File: src/rtl/button_event_arbiter.sv
`default_nettype none
// ============================================================================
// Module   : button_event_arbiter
// Summary  : Converts debounced button levels into press / release (and
//            optionally hold) events, arbitrates pending events round-robin
//            across buttons and queues them in a small event FIFO with a
//            valid/ready consumer interface and a sticky overflow flag.
// Options  : define BUTTON_HOLD_EN to add per-button hold counters and
//            type-10 hold events; without it i_hold_threshold is ignored.
// Revision : 1.0 - initial release
// ============================================================================
module button_event_arbiter #(
   parameter int BUTTON_COUNT       = 5,
   parameter int FIFO_DEPTH         = 4,
   parameter int HOLD_COUNTER_WIDTH = 24
) (
   input  logic                            i_clock,
   input  logic                            i_reset,
   input  logic [BUTTON_COUNT-1:0]         i_buttons,
   input  logic [HOLD_COUNTER_WIDTH-1:0]   i_hold_threshold,
   output logic                            o_event_valid,
   input  logic                            i_event_ready,
   output logic [$clog2(BUTTON_COUNT)-1:0] o_event_id,
   output logic [1:0]                      o_event_type,
   output logic                            o_overflow,
   input  logic                            i_clear_overflow
);

   localparam int c_id_w  = $clog2(BUTTON_COUNT);
   localparam int c_ptr_w = $clog2(FIFO_DEPTH);

   localparam logic [1:0] c_type_press   = 2'b00;
   localparam logic [1:0] c_type_release = 2'b01;
   localparam logic [1:0] c_type_hold    = 2'b10;

   localparam logic [c_id_w:0]   c_count_ext = (c_id_w+1)'(BUTTON_COUNT);
   localparam logic [c_id_w-1:0] c_last_id   = c_id_w'(BUTTON_COUNT-1);
   localparam logic [c_id_w-1:0] c_id_one    = c_id_w'(1);
   localparam logic [c_ptr_w:0]  c_ptr_one   = (c_ptr_w+1)'(1);

   // Button sampling and captured edges
   logic [BUTTON_COUNT-1:0] btn_q;
   logic [BUTTON_COUNT-1:0] rise_q;
   logic [BUTTON_COUNT-1:0] fall_q;

   // Pending event flags, one set per button
   logic [BUTTON_COUNT-1:0] press_q, press_d;
   logic [BUTTON_COUNT-1:0] hold_q,  hold_d;
   logic [BUTTON_COUNT-1:0] rel_q,   rel_d;
   logic [BUTTON_COUNT-1:0] w_pend_any;
   logic [BUTTON_COUNT-1:0] w_hold_fire;

   // Arbiter
   logic [c_id_w-1:0]       rr_q, rr_d;
   logic                    w_grant;
   logic [c_id_w-1:0]       w_grant_idx;
   logic [1:0]              w_grant_type;
   logic [c_id_w:0]         w_scan;
   logic [BUTTON_COUNT-1:0] w_clr_press;
   logic [BUTTON_COUNT-1:0] w_clr_hold;
   logic [BUTTON_COUNT-1:0] w_clr_rel;

   // Event FIFO; the extra pointer MSB separates full from empty
   logic [c_ptr_w:0]   wr_ptr_q, wr_ptr_d;
   logic [c_ptr_w:0]   rd_ptr_q, rd_ptr_d;
   logic [c_id_w-1:0]  id_mem_q   [FIFO_DEPTH];
   logic [1:0]         type_mem_q [FIFO_DEPTH];
   logic               w_empty;
   logic               w_full;
   logic               w_pop;
   logic               w_wr_ok;

   // Sticky overflow
   logic ovf_q, ovf_d;
   logic w_new_ovf;

   // Sample levels and register this cycle's edges; the pending stage
   // consumes them one cycle later, giving a fixed 3-cycle input-to-valid path
   always_ff @(posedge i_clock) begin
      if (i_reset) begin
         btn_q  <= '0;
         rise_q <= '0;
         fall_q <= '0;
      end else begin
         btn_q  <= i_buttons;
         rise_q <= i_buttons & ~btn_q;
         fall_q <= ~i_buttons & btn_q;
      end
   end

`ifdef BUTTON_HOLD_EN
   // One hold counter per button; fires once per press when it hits the threshold
   for (genvar gi = 0; gi < BUTTON_COUNT; gi++) begin : g_hold
      logic [HOLD_COUNTER_WIDTH-1:0] cnt_q;
      logic                          done_q;

      assign w_hold_fire[gi] = btn_q[gi] & ~done_q &
                               (i_hold_threshold != '0) &
                               (cnt_q == i_hold_threshold);

      // Count cycles the sampled button stays pressed; saturate instead of wrapping
      always_ff @(posedge i_clock) begin
         if (i_reset || !btn_q[gi]) begin
            cnt_q  <= '0;
            done_q <= 1'b0;
         end else begin
            if (cnt_q != '1) begin
               cnt_q <= cnt_q + HOLD_COUNTER_WIDTH'(1);
            end
            if (w_hold_fire[gi]) begin
               done_q <= 1'b1;
            end
         end
      end
   end
`else
   logic w_unused_threshold;

   assign w_hold_fire        = '0;
   assign w_unused_threshold = ^i_hold_threshold;
`endif

   // FIFO status: a slot is available when not full, or when the head leaves this cycle
   assign w_empty = (wr_ptr_q == rd_ptr_q);
   assign w_full  = (wr_ptr_q[c_ptr_w] != rd_ptr_q[c_ptr_w]) &&
                    (wr_ptr_q[c_ptr_w-1:0] == rd_ptr_q[c_ptr_w-1:0]);
   assign w_pop   = ~w_empty & i_event_ready;
   assign w_wr_ok = ~w_full | w_pop;

   assign w_pend_any = press_q | hold_q | rel_q;

   // Round-robin search starting at rr_q for the first button with anything pending
   always_comb begin
      w_grant     = 1'b0;
      w_grant_idx = '0;
      w_scan      = '0;
      for (int k = 0; k < BUTTON_COUNT; k++) begin
         w_scan = {1'b0, rr_q} + (c_id_w+1)'(k);
         if (w_scan >= c_count_ext) begin
            w_scan = w_scan - c_count_ext;
         end
         if (w_wr_ok && !w_grant && w_pend_any[w_scan[c_id_w-1:0]]) begin
            w_grant     = 1'b1;
            w_grant_idx = w_scan[c_id_w-1:0];
         end
      end
   end

   // Pick the flag of the granted button: press, then hold, then release
   always_comb begin
      w_grant_type = c_type_press;
      w_clr_press  = '0;
      w_clr_hold   = '0;
      w_clr_rel    = '0;
      if (w_grant) begin
         if (press_q[w_grant_idx]) begin
            w_grant_type             = c_type_press;
            w_clr_press[w_grant_idx] = 1'b1;
         end else if (hold_q[w_grant_idx]) begin
            w_grant_type            = c_type_hold;
            w_clr_hold[w_grant_idx] = 1'b1;
         end else begin
            w_grant_type           = c_type_release;
            w_clr_rel[w_grant_idx] = 1'b1;
         end
      end
   end

   // Next pending flags, overflow on an edge hitting a still-pending flag, pointer advance
   always_comb begin
      press_d   = (press_q & ~w_clr_press) | rise_q;
      hold_d    = (hold_q  & ~w_clr_hold)  | w_hold_fire;
      rel_d     = (rel_q   & ~w_clr_rel)   | fall_q;
      w_new_ovf = (|(rise_q      & press_q & ~w_clr_press)) |
                  (|(w_hold_fire & hold_q  & ~w_clr_hold))  |
                  (|(fall_q      & rel_q   & ~w_clr_rel));
      ovf_d     = (ovf_q & ~i_clear_overflow) | w_new_ovf;
      rr_d      = rr_q;
      if (w_grant) begin
         rr_d = (w_grant_idx == c_last_id) ? '0 : (w_grant_idx + c_id_one);
      end
   end

   // FIFO pointer next state
   always_comb begin
      wr_ptr_d = wr_ptr_q;
      rd_ptr_d = rd_ptr_q;
      if (w_grant) begin
         wr_ptr_d = wr_ptr_q + c_ptr_one;
      end
      if (w_pop) begin
         rd_ptr_d = rd_ptr_q + c_ptr_one;
      end
   end

   // Control state: pending flags, arbiter pointer, FIFO pointers, overflow
   always_ff @(posedge i_clock) begin
      if (i_reset) begin
         press_q  <= '0;
         hold_q   <= '0;
         rel_q    <= '0;
         rr_q     <= '0;
         wr_ptr_q <= '0;
         rd_ptr_q <= '0;
         ovf_q    <= 1'b0;
      end else begin
         press_q  <= press_d;
         hold_q   <= hold_d;
         rel_q    <= rel_d;
         rr_q     <= rr_d;
         wr_ptr_q <= wr_ptr_d;
         rd_ptr_q <= rd_ptr_d;
         ovf_q    <= ovf_d;
      end
   end

   // FIFO storage; contents need no reset since the pointers define validity
   always_ff @(posedge i_clock) begin
      if (w_grant) begin
         id_mem_q[wr_ptr_q[c_ptr_w-1:0]]   <= w_grant_idx;
         type_mem_q[wr_ptr_q[c_ptr_w-1:0]] <= w_grant_type;
      end
   end

   assign o_event_valid = ~w_empty;
   assign o_event_id    = id_mem_q[rd_ptr_q[c_ptr_w-1:0]];
   assign o_event_type  = type_mem_q[rd_ptr_q[c_ptr_w-1:0]];
   assign o_overflow    = ovf_q;

endmodule
`default_nettype wire

File: config.mk
export PLATFORM = sky130hd
export DESIGN_NAME = button_event_arbiter
export DESIGN_NICKNAME = d
export VERILOG_FILES = /design/src/rtl/button_event_arbiter.sv
export SDC_FILE = /design/constraint.sdc
export NUM_CORES = 1
export LEC_CHECK = 0
export ABC_AREA = 1
export CAP_MARGIN = 20
export CORE_ASPECT_RATIO = 0.6
export CORE_MARGIN = 2
export CORE_UTILIZATION = 58
export DETAILED_ROUTE_END_ITERATION = 12
export PLACE_DENSITY = 0.82
export SLEW_MARGIN = 20
export SYNTH_ARGS = -nofsm -noshare
export SYNTH_HDL_FRONTEND = slang
export SYNTH_SLANG_ARGS = --single-unit
File: constraint.sdc
create_clock -name i_clock -period 5.83 [get_ports i_clock]
set_clock_uncertainty 0.15 [all_clocks]
set_input_delay 0.8745 -clock i_clock [delete_from_list [all_inputs] [get_ports i_clock]]
set_output_delay 0.8745 -clock i_clock [all_outputs]
set_load 0.1 [all_outputs]
[After elaboration in Yosys (flattened, before gate mapping)]
Memory sizes are Yosys's and may differ from the RTL's. A register that Yosys moved wholly into a read port is not among the register bits.
Index checks and enable logic that the tools add are counted.
Cells by class
  add/subtract/negate cells: 12
  mux-type cells: 49
  reduce and logical (&&, ||, !) cells: 17
  bitwise logic cells: 26
  equality and inequality tests: 4
  $lt $le $gt $ge: 12
Operator list (number)
  $and 5x5->5: 9
  $mux 5: 8
  $mux 3: 11
  $not 5->5: 5
  $lt 3x4->1 const B: 6
  $bmux 1 s3: 7
  $or 5x5->5: 4
  $ge 4x3->1 const B: 4
  $mux 1: 15
  $sub 3x3->3 const B: 5
  $mux 2: 7
  $logic_and 1x1->1: 11
  $reduce_or 5->1: 2
  $add 3x1->3 const B: 3
  $add 3x2->4 const B: 2
  $add 3x1->4 const B: 1
  $add 3x3->4 const B: 1
  $logic_not 1->1: 4
  $demux 1 s3: 1
  $eq 3x3->1: 1
  $eq 3x3->1 const B: 1
  $ge 3x1->1 const B: 1
  $ge 3x3->1 const B: 1
  $not 1->1: 3
  4 further kinds: 7
Storage, ports and cells
  logic and storage cells: 132
  bits of input ports: 33
  memories: 2
  flip-flop bits (word level): 40
  output and inout port bits: 7
  memory bits (writable): 20
Memories
  id_mem_q: depth 4, width 3, rd ports 1, clocked after memory_dff 1, write ports 1, RTL line 66  | logic [c_id_w-1:0] id_mem_q [FIFO_DEPTH];
  type_mem_q: depth 4, width 2, rd ports 1, clocked after memory_dff 1, write ports 1, RTL line 67  | logic [1:0] type_mem_q [FIFO_DEPTH];

[Logic depth before layout (Yosys ltp)]
  depth in word-level cells: 34
  mapped depth: 30
  depth with buffers taken out: 30

[Worst setup path after synthesis]
Ideal clock, no wire load.
  kind: register to register
  start point: register rr_q[1]
  end point: register ovf_q (netlist: o_overflow)
  path slack: 2.456 ns
  setup time: 0.128 ns
  path buffers: 0
  arrival time: 3.096 ns
  period minus slack after synthesis: 3.374 ns
  data required time: 5.552 ns
  cell stages (with the launch flop): 25
  cells stage by stage: dfxtp_1 inv_1 ha_1 ha_1 inv_1 a22oi_1 inv_1 nand3_1 nand2_2 nand2_2 nand3_2 nor2_4 nand2_2 clkinv_1 nand2_2 nand2_4 inv_2 a21oi_2 nand3_1 nor2_2 nand2_1 nand2_1 nand3_1 nor2_1 nor2_1
On the way
  longest elaborated chain between the ends: 34
  elaborated cells on any way between the ends: 74
  those cells by class: add/sub (9); order compare (7); mux (36); bitwise (6); reduce/logical (16)
RTL lines
  from (decl): RTL line 54  | logic [c_id_w-1:0] rr_q, rr_d;
  from (signal assigned): RTL line 210  | rr_q <= rr_d;
  parallel branches: the longest is 21 deep, another holds $add 3x1->4
  $mux 3 *: RTL line 142  | if (w_wr_ok && !w_grant && w_pend_any[w_scan[c_id_w-1:0]]) begin
  net w_grant_idx[1]: RTL line 56  | logic [c_id_w-1:0] w_grant_idx;
  $lt 3x4->1 (not written as such) or $ge 3x1->1 (tied branches): RTL line 158, 164
  $logic_and 1x1->1 (not written as such): RTL line 158, 164
  $mux 1 (not written as such): RTL line 158, 164
  $demux 1 s3: RTL line 158, 164
  $mux 5: RTL line 159  | end else if (hold_q[w_grant_idx]) begin
  $mux 5: RTL line 156  | if (press_q[w_grant_idx]) begin
  $mux 5: RTL line 155  | if (w_grant) begin
  $not 5->5: RTL line 176  | (|(fall_q & rel_q & ~w_clr_rel));
  $and 5x5->5: RTL line 176
  $reduce_or 5->1: RTL line 176
  $or 1x1->1 *: RTL line 175  | (|(w_hold_fire & hold_q & ~w_clr_hold)) |
  $or 1x1->1 *: RTL line 177  | ovf_d = (ovf_q & ~i_clear_overflow) | w_new_ovf;
  to (signal assigned): RTL line 213  | ovf_q <= ovf_d;
  to (decl): RTL line 74  | logic ovf_q, ovf_d;
Mark *: on every way through the listed nets, which the timed path passes. The select of a mux whose other input is x is not followed.
A chain may end at the register's enable or synchronous reset.

[Worst setup path in the final report]
  start point: register rr_q[0]
  end point: register ovf_q (netlist: o_overflow)
The elaborated chain is that of the path after synthesis.

==> flow_summary.toml <==
[setup_path]
r2r-start = "rr_q[0]"
reg2regPathDepth = 22
path_cells = "inv_1 > ha_1 > ha_1 > inv_1 > a22oi_1 > inv_1 > nand3_1 > nand2_2 > nand2_2 > nand3_2 > nor2_4 > nand3_2 > nand2_4 > nand2_1 > nand4_1 > nand3_1 > nor2_2 > nand2_1 > nand2_1 > nand3_1 > nor2_1 > nor2_1"
critPathCaptureType = "flip-flop"
r2r_end = "o_overflow"
cp_slowest_cell = "dfxtp_1"
crit_arrival_ps = 4680
rrSetupSlack_ps = 1200
required_ps = 5880
critPathMaxStageDelay_ps = 690
cp_max_fo = 14
crit_buf_inv = 3
worstSetupPathType = "flip-flop to flip-flop"
cp_top_family = "simple AND/OR/NAND/NOR gates"
cp-start-kind = "flip-flop"

[placement]
io_buffers = 15
dp_hpwl_mm = 6.09
place.gp.congestion = 0.895

[sta]
hold_viol_final = 0
maxSlewViolCount = 0
worst_slew_margin_rel = 0.353
final.min_clock_period_ps = 4630
fmax_mhz = 216
period_share = 0.795
rsz0062_at_grt = "no"
worstMarginPinSlew_ps = 967
tns_ps = 0
setup_viol = 0

[yosys]
async_flop_share = 0
yosys-top-cells-area = "dfxtp_1 24%, edfxtp_1 17%, nand2_1 11%, nand3_1 7.2%, inv_1 6.9%"
syn-num-nets = 530
netlist_instances = 481
yosysWarnings = 0
yosysTopAreaCell = "dfxtp_1"
post_synth.cell_area_avg_sq_um = 7.38
synth_top_area_share = 0.237
synth_cell_types = 36
synthFlopType = "dfxtp_1"
synth-seq-area-share = 0.406
ys_ff_latch = 62
syn-cell-area_sq_mm = 0.00355
synth-edff-count = 20

[detailed_routing]
viasPerCell = 5.58
postRouteWirelength_mm = 8.24
firstDrtPassIters = 7
drc = 0
routedWlPerCell_microns = 14.0
initialDrtViolationCount = 350
num_vias = 3283
ant_nets = 0

[clock_tree]
cts_tree = "built"
post_cts_buffers = 0
htree_levels = 3
root_buffer = "clkbuf_8"
path_clk_slew_ps = 70
cts_resized = 0
cts_buffer_depth = 2
clk_latency_ps = 340
cts_hold_buf = 0
cts.sinks = 62
cts_buffers = 9

[global_routing]
grt_pass1_wl_mm = 13.9
grt_max_degree = 30
grt_pass1_vias = 3031
antenna_found_initial = 0
grt.overflow.total = 0
grt_usage = 0.259

[cells_and_area]
most-common-layout-cells = "103 x nand2_1, 65 x inv_1, 51 x nand3_1"
multi_input_area_sq_mm = 0.00181
drive_gt1_frac = 0.0853
fillers = 526
final_nets = 548
diodes = 0
final_common_cell = "nand2_1"
seqCellArea_sq_mm = 0.00144
synthToLayoutAreaGrowth_pct = 11.7

[run]
drv_cap = 0

[floorplan]
dieHeight_microns = 64.6
num_rows = 22
die_w_microns = 105
pin_count = 40
die-area_sq_mm = 0.00679
initial_core_util = 0.592
core-area_sq_mm = 0.00600

[worst_hold_path]
hold_path_class = "flip-flop to flip-flop"
holdPathStages = 1
hold-path-endpoint = "rise_q[0]"
holdCritStartpoint = "btn_q[0]"

[status]
status = "finished clean"
[worst max-delay path by stage]
stage,start,depth (start not counted),slack [ps],to
4_1_cts,rr_q[0],22,1300,o_overflow
2_1_floorplan,rr_q[1],24,2460,o_overflow
5_1_grt,rr_q[0],22,840,o_overflow
3_5_place_dp,rr_q[0],22,1380,o_overflow
6_report,rr_q[0],22,1200,o_overflow
3_3_place_gp,rr_q[0],22,1500,o_overflow
[worst register-to-register path, stage by stage, from the launching register on]
cell and delay [ps]:
dfxtp_1 690, inv_1 280, ha_1 300, ha_1 390, inv_1 120, a22oi_1 350, inv_1 100, nand3_1 110
nand2_2 90, nand2_2 150, nand3_2 130, nor2_4 130, nand3_2 170, nand2_4 220, nand2_1 80, nand4_1 180
nand3_1 150, nor2_2 300, nand2_1 130, nand2_1 90, nand3_1 60, nor2_1 90, nor2_1 40
[cell usage after synthesis, types with 6 or more instances]
cell type and count:
ha_1 15, edfxtp_1 20, dfxtp_1 42, nor3_1 6, nand2_2 8, o21ai_0 25, nor2_1 47, nand2_1 103
nand3_1 51, o211ai_1 6, nand4_1 15, a21oi_1 25, inv_1 65
[routing by layer]
layer | GRT usage | share of wire
met1 | 0.358 | 0.46
met2 | 0.400 | 0.43
met3 | 0.0634 | 0.091
met4 | 0.0900 | 0.016
met5 | 0 | 0
[sequential cells by signal, summed over array words and instances (netlist names), named ones only]
register,flops
btn_q,5
fall_q,5
hold_q,5
id_mem_q,12
o_overflow,1
press_q,5
rd_ptr_q,3
rel_q,5
rise_q,5
rr_q,3
type_mem_q,8
wr_ptr_q,3
[area by class of cell]
cell class	instances	area share
Sequential cell	62	0.363
Clock inverter	2	0.00315
Tap cell	84	0.0265
Multi-Input combinational cell	339	0.455
Clock buffer	14	0.0463
Inverter	72	0.0681
Timing Repair Buffer	15	0.0378
[cell families after synthesis]
| kind of cell | share of synthesized area |
|---|---|
| flops | 0.406 |
| simple gates | 0.320 |
| buf+inv | 0.0859 |
| fa+ha+maj | 0.0585 |
| compound gates | 0.112 |
| xor+xnor | 0.0173 |
[through the flow]
stage / worst slack, ps / utilization / area, sq um / hold slack, ps / std cells
final: 1200 / 0.661 / 3970 / 269 / 588
after floorplan: 2460 / - / 3550 / 250 / 481
after global placement: 1500 / 0.629 / 3770 / 257 / 572
after CTS: 1300 / 0.661 / 3970 / 272 / 588
after global routing: 841 / 0.661 / 3970 / 287 / 588
after detailed placement: 1380 / 0.629 / 3770 / 263 / 572
Power is left out: the tool's default activity adds up to more than one toggle a clock period on the data nets, which glitch-free logic cannot reach.
